`config.mk`:
```
export PLATFORM = sky130hd
export DESIGN_NAME = pixie_scandoubler_flat
export DESIGN_NICKNAME = d
export VERILOG_FILES = /design/src/rtl/pixie_pkg.sv /design/src/rtl/pixie_scandoubler_if.sv /design/src/rtl/pixie_line_ram.sv /design/src/rtl/pixie_scandoubler.sv /design/src/flat_wrapper.sv
export SDC_FILE = /design/constraint.sdc
export NUM_CORES = 1
export LEC_CHECK = 0
export CAP_MARGIN = 20
export CORE_ASPECT_RATIO = 2
export CORE_MARGIN = 3
export CORE_UTILIZATION = 68
export CTS_CLUSTER_DIAMETER = 200
export CTS_CLUSTER_SIZE = 16
export DETAILED_ROUTE_END_ITERATION = 12
export PLACE_DENSITY = 0.86
export SYNTH_ARGS = -nofsm -noshare
export SYNTH_HDL_FRONTEND = slang
export SYNTH_SLANG_ARGS = --single-unit
export TNS_END_PERCENT = 30
```
`constraint.sdc`:
```
create_clock -name clk -period 4.3 [get_ports clk]
set_input_delay 1.29 -clock clk [delete_from_list [all_inputs] [get_ports clk]]
set_output_delay 1.29 -clock clk [all_outputs]
set_load 0.01 [all_outputs]
```
`src/rtl/pixie_pkg.sv`:
```
// pixie_pkg: shared bank type, line-buffer entry layout and constants for the scandoubler
package pixie_pkg;
  localparam int NTSC_LINE_LEN = 113;
  localparam int DEFAULT_ADDR_W = 7;
  typedef enum logic {BANK_0 = 1'b0, BANK_1 = 1'b1} bank_t;
  typedef struct packed {
    logic blank;
    logic pix;
  } entry_t;
  function automatic bank_t other_bank(input bank_t b);
    return (b == BANK_0) ? BANK_1 : BANK_0;
  endfunction
endpackage

```
`src/rtl/pixie_scandoubler_if.sv`:
```
// pixie_scandoubler_if: 1861 video input stream and doubled video output bundle
interface pixie_scandoubler_if import pixie_pkg::*; #(parameter int ADDR_W = DEFAULT_ADDR_W);
  logic ce_pix;
  logic vid_in;
  logic hs_in;
  logic vs_in;
  logic hb_in;
  logic vb_in;
  logic vid_out;
  logic hs_out;
  logic vs_out;
  logic hb_out;
  logic vb_out;
  logic de_out;
  logic [ADDR_W:0] line_len;
  modport master (
    output ce_pix, vid_in, hs_in, vs_in, hb_in, vb_in,
    input  vid_out, hs_out, vs_out, hb_out, vb_out, de_out, line_len
  );
  modport slave (
    input  ce_pix, vid_in, hs_in, vs_in, hb_in, vb_in,
    output vid_out, hs_out, vs_out, hb_out, vb_out, de_out, line_len
  );
endinterface

```
`src/rtl/pixie_line_ram.sv`:
```
// pixie_line_ram: two-bank ping-pong line store with sync write and 1-clk registered read
module pixie_line_ram import pixie_pkg::*; #(
  parameter int ADDR_W = DEFAULT_ADDR_W
) (
  input  logic              clk,
  input  logic              i_we,
  input  bank_t             i_wbank,
  input  logic [ADDR_W-1:0] i_waddr,
  input  entry_t            i_wdata,
  input  bank_t             i_rbank,
  input  logic [ADDR_W-1:0] i_raddr,
  output entry_t            o_rdata
);
  entry_t r_mem [2**(ADDR_W+1)];
  entry_t r_rdata;
  // unreset storage and read register so the array maps onto block RAM
  always_ff @(posedge clk) begin
    if (i_we) r_mem[{i_wbank, i_waddr}] <= i_wdata;
    r_rdata <= r_mem[{i_rbank, i_raddr}];
  end
  assign o_rdata = r_rdata;
endmodule

```
`src/rtl/pixie_scandoubler.sv`:
```
// pixie_scandoubler: captures each 1861 line into a ping-pong buffer and replays it twice at clk rate
module pixie_scandoubler import pixie_pkg::*; #(
  parameter int ADDR_W       = DEFAULT_ADDR_W,
  parameter int HS_OUT_WIDTH = 6,
  parameter int MIN_LINE     = 16
) (
  input logic                clk,
  input logic                reset,
  pixie_scandoubler_if.slave vif
);
  localparam logic [ADDR_W:0] L_DEPTH = (ADDR_W+1)'(2**ADDR_W);
  localparam logic [ADDR_W:0] L_MIN   = (ADDR_W+1)'(MIN_LINE);
  localparam logic [ADDR_W:0] L_HSW   = (ADDR_W+1)'(HS_OUT_WIDTH);
  logic            r_hs_s;
  logic [ADDR_W:0] r_in_x;
  logic [ADDR_W:0] r_out_x;
  logic [ADDR_W:0] r_len;
  bank_t           r_wbank;
  logic            r_vs_line, r_vs_prev, r_vb_line, r_vb_prev;
  logic            r_vs_out, r_vb_out, r_hs_out, r_force, r_run;
  logic            w_ls, w_we, w_hb;
  bank_t           w_wbank, w_rbank;
  logic [ADDR_W-1:0] w_waddr;
  entry_t          w_wdata, w_rdata;
  assign w_ls    = vif.ce_pix & vif.hs_in & ~r_hs_s;
  assign w_wbank = w_ls ? other_bank(r_wbank) : r_wbank;
  assign w_rbank = other_bank(w_wbank);
  assign w_we    = vif.ce_pix & (w_ls | (r_in_x < L_DEPTH));
  assign w_waddr = w_ls ? '0 : r_in_x[ADDR_W-1:0];
  assign w_wdata = '{blank: vif.hb_in, pix: vif.vid_in};
  pixie_line_ram #(.ADDR_W(ADDR_W)) u_ram (
    .clk     (clk),
    .i_we    (w_we),
    .i_wbank (w_wbank),
    .i_waddr (w_waddr),
    .i_wdata (w_wdata),
    .i_rbank (w_rbank),
    .i_raddr (r_out_x[ADDR_W-1:0]),
    .o_rdata (w_rdata)
  );
  // input side: the line-start pixel is entry 0 of the new bank, so in_x restarts at 1 and saturates at the depth
  always_ff @(posedge clk or negedge reset) begin
    if (!reset) begin
      r_hs_s    <= 1'b0;
      r_in_x    <= '0;
      r_len     <= '0;
      r_wbank   <= BANK_0;
      r_vs_line <= 1'b0;
      r_vs_prev <= 1'b0;
      r_vb_line <= 1'b0;
      r_vb_prev <= 1'b0;
    end else if (vif.ce_pix) begin
      r_hs_s <= vif.hs_in;
      if (w_ls) begin
        if (r_in_x >= L_MIN) r_len <= r_in_x;
        r_wbank   <= w_wbank;
        r_in_x    <= (ADDR_W+1)'(1);
        r_vs_line <= vif.vs_in;
        r_vs_prev <= r_vs_line;
        r_vb_line <= vif.vb_in;
        r_vb_prev <= r_vb_line;
      end else if (r_in_x < L_DEPTH) begin
        r_in_x <= r_in_x + 1'b1;
      end
    end
  end
  // output side: replay pointer plus sync/blank flags registered alongside the RAM read
  always_ff @(posedge clk or negedge reset) begin
    if (!reset) begin
      r_run    <= 1'b0;
      r_out_x  <= '0;
      r_hs_out <= 1'b0;
      r_force  <= 1'b0;
      r_vs_out <= 1'b0;
      r_vb_out <= 1'b0;
    end else begin
      r_run    <= 1'b1;
      r_out_x  <= (w_ls || r_len == '0 || r_out_x >= r_len - 1'b1) ? '0 : r_out_x + 1'b1;
      r_hs_out <= (r_len != '0) && (r_out_x < L_HSW);
      r_force  <= (r_len == '0) || r_out_x[ADDR_W];
      r_vs_out <= r_vs_prev;
      r_vb_out <= r_vb_prev;
    end
  end
  assign w_hb         = r_run & (r_force | w_rdata.blank);
  assign vif.hb_out   = w_hb;
  assign vif.vid_out  = r_run & w_rdata.pix & ~w_hb;
  assign vif.hs_out   = r_hs_out;
  assign vif.vs_out   = r_vs_out;
  assign vif.vb_out   = r_vb_out;
  assign vif.de_out   = r_run & ~(w_hb | r_vb_out);
  assign vif.line_len = r_len;
endmodule

```
`src/flat_wrapper.sv`:
```
// flat-port wrapper written by rule: the top's interface ports become plain ports
module pixie_scandoubler_flat import pixie_pkg::*;
#(
  parameter int ADDR_W       = DEFAULT_ADDR_W,
  parameter int HS_OUT_WIDTH = 6,
  parameter int MIN_LINE     = 16
)
  (clk, reset, vif_ce_pix, vif_vid_in, vif_hs_in, vif_vs_in, vif_hb_in, vif_vb_in, vif_vid_out, vif_hs_out, vif_vs_out, vif_hb_out, vif_vb_out, vif_de_out, vif_line_len);
  pixie_scandoubler_if #(.ADDR_W(ADDR_W)) vif_i ();
  input logic clk;
  input logic reset;
  input wire logic [$bits(vif_i.ce_pix)-1:0] vif_ce_pix;
  input wire logic [$bits(vif_i.vid_in)-1:0] vif_vid_in;
  input wire logic [$bits(vif_i.hs_in)-1:0] vif_hs_in;
  input wire logic [$bits(vif_i.vs_in)-1:0] vif_vs_in;
  input wire logic [$bits(vif_i.hb_in)-1:0] vif_hb_in;
  input wire logic [$bits(vif_i.vb_in)-1:0] vif_vb_in;
  output wire logic [$bits(vif_i.vid_out)-1:0] vif_vid_out;
  output wire logic [$bits(vif_i.hs_out)-1:0] vif_hs_out;
  output wire logic [$bits(vif_i.vs_out)-1:0] vif_vs_out;
  output wire logic [$bits(vif_i.hb_out)-1:0] vif_hb_out;
  output wire logic [$bits(vif_i.vb_out)-1:0] vif_vb_out;
  output wire logic [$bits(vif_i.de_out)-1:0] vif_de_out;
  output wire logic [$bits(vif_i.line_len)-1:0] vif_line_len;
  assign vif_i.ce_pix = vif_ce_pix;
  assign vif_i.vid_in = vif_vid_in;
  assign vif_i.hs_in = vif_hs_in;
  assign vif_i.vs_in = vif_vs_in;
  assign vif_i.hb_in = vif_hb_in;
  assign vif_i.vb_in = vif_vb_in;
  assign vif_vid_out = vif_i.vid_out;
  assign vif_hs_out = vif_i.hs_out;
  assign vif_vs_out = vif_i.vs_out;
  assign vif_hb_out = vif_i.hb_out;
  assign vif_vb_out = vif_i.vb_out;
  assign vif_de_out = vif_i.de_out;
  assign vif_line_len = vif_i.line_len;
  pixie_scandoubler #(.ADDR_W(ADDR_W), .HS_OUT_WIDTH(HS_OUT_WIDTH), .MIN_LINE(MIN_LINE)) u_core (.clk(clk), .reset(reset), .vif(vif_i));
endmodule
```
==> flow_summary.ini <==
[detailed_routing]
drc = 0
vias = 13390
dr.pass1.iters = 6
routed_wl_um = 57200
dr.first_iter.drc_count = 1898
ant_nets = 0
viasPerCell = 7.12
wire_per_inst_um = 30.4

[pwr]
power_density_nw_per_um2 = 500
cellLeakagePower_nw = 7.85
max-vdd-ir-drop_uv = 590

[cts]
numClockSinks = 549
ctsResizeCount = 0
cts_root_buffer = clkbuf_16
clk_latency_ps = 550
cts.reportedPaths.clkPinSlew_ps = 70
clock_path_buffers = 3
htree_levels = 2
cts_tree = built
cts_setup_buffers = 0
ctsHoldBuffers = 0
numCtsBuffers = 40

[placed_design]
hpwl_um = 33800
dp.cells = 1824
placed_area_um2 = 23700
io_buffers = 21
gp_congestion = 0.872

[die]
dieWidth_um = 136
fp-row-count = 94
die_h_um = 266
pin_count = 22
coreArea_um2 = 33000
initial_utilization_pct = 69.4
dieArea_um2 = 36100

[critical_path]
crit_type = in -> reg
cp.arrival_ps = 3740
end_kind = register
cp-start-kind = primary input
worstPathMaxFanout = 12
required_ps = 4530

[sta]
hold_viol_final = 0
setup_viol = 0
slew_headroom_pct = 37.0
fin_setup_tns_ps = 0
tightest_slew_ps = 941
fin_crit_sh_pct = 81.6
fmax_mhz = 285
final_max_slew_viol_count = 0
fin_hold_ws_ps = 378
rsz0062_at_grt = false
skew_ps = 14.9
period_needed_ps = 3510

[synthesis]
synth-seq-cells = 549
synthesis.area_um2 = 22900
synth-compound-area-share_pct = 3.51
synthFlopType = edfxtp_1
synth_top_family_by_area = multiplexers
synth-xor-area-share_pct = 0.573
ys_types = 64
synthAdderAreaFrac_pct = 0.709
netlist.top_cell.by_area = edfxtp_1
async_flop_share_pct = 6.38
syn_area_per_cell_um2 = 16.3
yosysWarnings = 0
synthMuxAreaShare_pct = 13.5
yosysTopAreaCellShare_pct = 67.0
yosys-top-cells-area = edfxtp_1 67%, mux4_2 11%, nor2_1 4.5%
synth_nets = 1430
ys_seq_area_share_pct = 71.0
synth_cells = 1409
yosys.area_share.simple_pct = 8.15
synth_edf_count = 512

[layout]
num-fill-cells = 1723
nets = 1455
n_antenna_cell = 0
postLayoutCoreUtil_pct = 75.0
instances_no_fill = 1881
syn2layout_area_growth_pct = 8.03
drive_gt1_share_pct = 15.5
design_area_um2 = 24800

[worst_hold_path]
min_path_type = reg -> reg

[grt]
antenna_found_initial = 0
grt_pass1_vias = 13963
grt_start_max_net_pins = 113
grt_pass1_wl_um = 85600
grt_usage_pct = 32.7
grt-ovfl-total = 0

[run]
maxCapViolCount = 0

[outcome]
status = complete, no violations
per-layer routing:
layer | global-route usage [%] | routed length (um) | share of wire, %
met5 | 0 | 0 | 0
met4 | 22.4 | 4990 | 8.7
met3 | 4.89 | 5500 | 9.6
met2 | 54.9 | 29400 | 51
met1 | 38.9 | 17300 | 30
sequential cells by signal (all words and copies together) (netlist names):
name,count
u_core.u_ram.r_mem,512
u_core.r_in_x,8
u_core.r_out_x,8
u_core.vif.line_len,8
u_core.u_ram.o_rdata,2
u_core.r_force,1
u_core.r_hs_s,1
u_core.r_run,1
u_core.r_vb_line,1
u_core.r_vb_prev,1
u_core.r_vs_line,1
u_core.r_vs_prev,1
u_core.r_wbank,1
u_core.vif.hs_out,1
u_core.vif.vb_out,1
u_core.vif.vs_out,1
power by group:
group	switching [W]	internal [W]
Clock	0.00171	0.00178
Sequential	0.000270	0.00594
Combinational	0.00148	0.00122
stage by stage:
step	power (W)	setup WS, ps
floorplan	0.00819	1230
global placement	0.00886	556
detailed placement	0.00894	404
CTS	0.0124	845
global route	0.0127	665
finish	0.0124	790
final timing paths:
kind                                                    from                             endpoint  slack (ps)  depth (start not counted)
worst max register to register   u_core.r_out_x[0]$_DFF_PN0_      u_core.u_ram.o_rdata[1]$_DFF_P_         860                          7
min in group asynchronous                              reset          u_core.vif.vs_out$_DFF_PN0_         820                          1
worst min-delay path            u_core.r_vs_prev$_DFFE_PN0P_          u_core.vif.vs_out$_DFF_PN0_         380                          0
max in group asynchronous                              reset          u_core.r_out_x[0]$_DFF_PN0_        2890                          1
worst max-delay path                              vif_ce_pix  u_core.u_ram.r_mem[22][1]$_DFFE_PP_         790                          9
worst min register to register  u_core.r_vs_prev$_DFFE_PN0P_          u_core.vif.vs_out$_DFF_PN0_         380                          0
kinds of logic after synthesis:
family,count (synthesis)
AO/OA/AOI/OAI,114
XOR/XNOR,15
adder cells (fa/ha/maj),13
buffers and inverters,105
flip-flops,549
multiplexers,175
other,1
AND/OR/NAND/NOR,437
cell usage after synthesis (7+ instances only):
library cell and n:
nor2b_1 7, edfxtp_1 512, xor2_1 10, a22oi_1 13, inv_1 9, o21ai_0 14
and2_1 8, buf_2 16, nand2_1 71, ha_1 13, o22ai_1 13, a21oi_1 16
mux4_2 108, a211oi_1 7, clkbuf_1 53, buf_6 10, mux2i_1 64, nand3_1 26
nor2_1 276, dfrtp_1 35
worst max-delay path: stages:
cell             delay, ps
clkdlybuf4s50_1        600
nand3b_1               170
nand2_1                150
and2_1                 290
nand2_1                220
nor3_2                 260
nand2_1                270
buf_12                 260
nor2_1                 230
final cells by class:
| cell class | count | area [um2] | area share (%) |
|---|---|---|---|
| clock buffers | 55 | 1100 | 4.44 |
| clock inverters | 2 | 32.5 | 0.131 |
| inverters | 10 | 37.5 | 0.151 |
| multi-input cells | 755 | 6080 | 24.5 |
| flip-flops and latches | 549 | 16300 | 65.7 |
| well taps | 432 | 541 | 2.18 |
| repair buffers | 78 | 698 | 2.82 |
cell usage in the layout (no fill, tap or decap), drive strengths merged, types with 6 or more instances in the layout:
cell type | Yosys | routed
a211oi | 7 | 7
a21oi | 16 | 16
a221oi | 6 | 6
a22oi | 13 | 13
and2 | 10 | 10
buf | 42 | 60
clkbuf | 53 | 55
clkdlybuf4s50 | 0 | 18
dfrtp | 35 | 35
edfxtp | 512 | 512
ha | 13 | 13
inv | 9 | 9
mux2i | 64 | 64
mux4 | 108 | 108
nand2 | 71 | 71
nand3 | 26 | 26
nand3b | 6 | 6
nor2 | 276 | 276
nor2b | 7 | 7
nor3 | 8 | 8
o21ai | 18 | 18
o221ai | 6 | 6
o22ai | 13 | 13
xor2 | 10 | 10
Note: power is estimated with default switching activity, not from simulation.
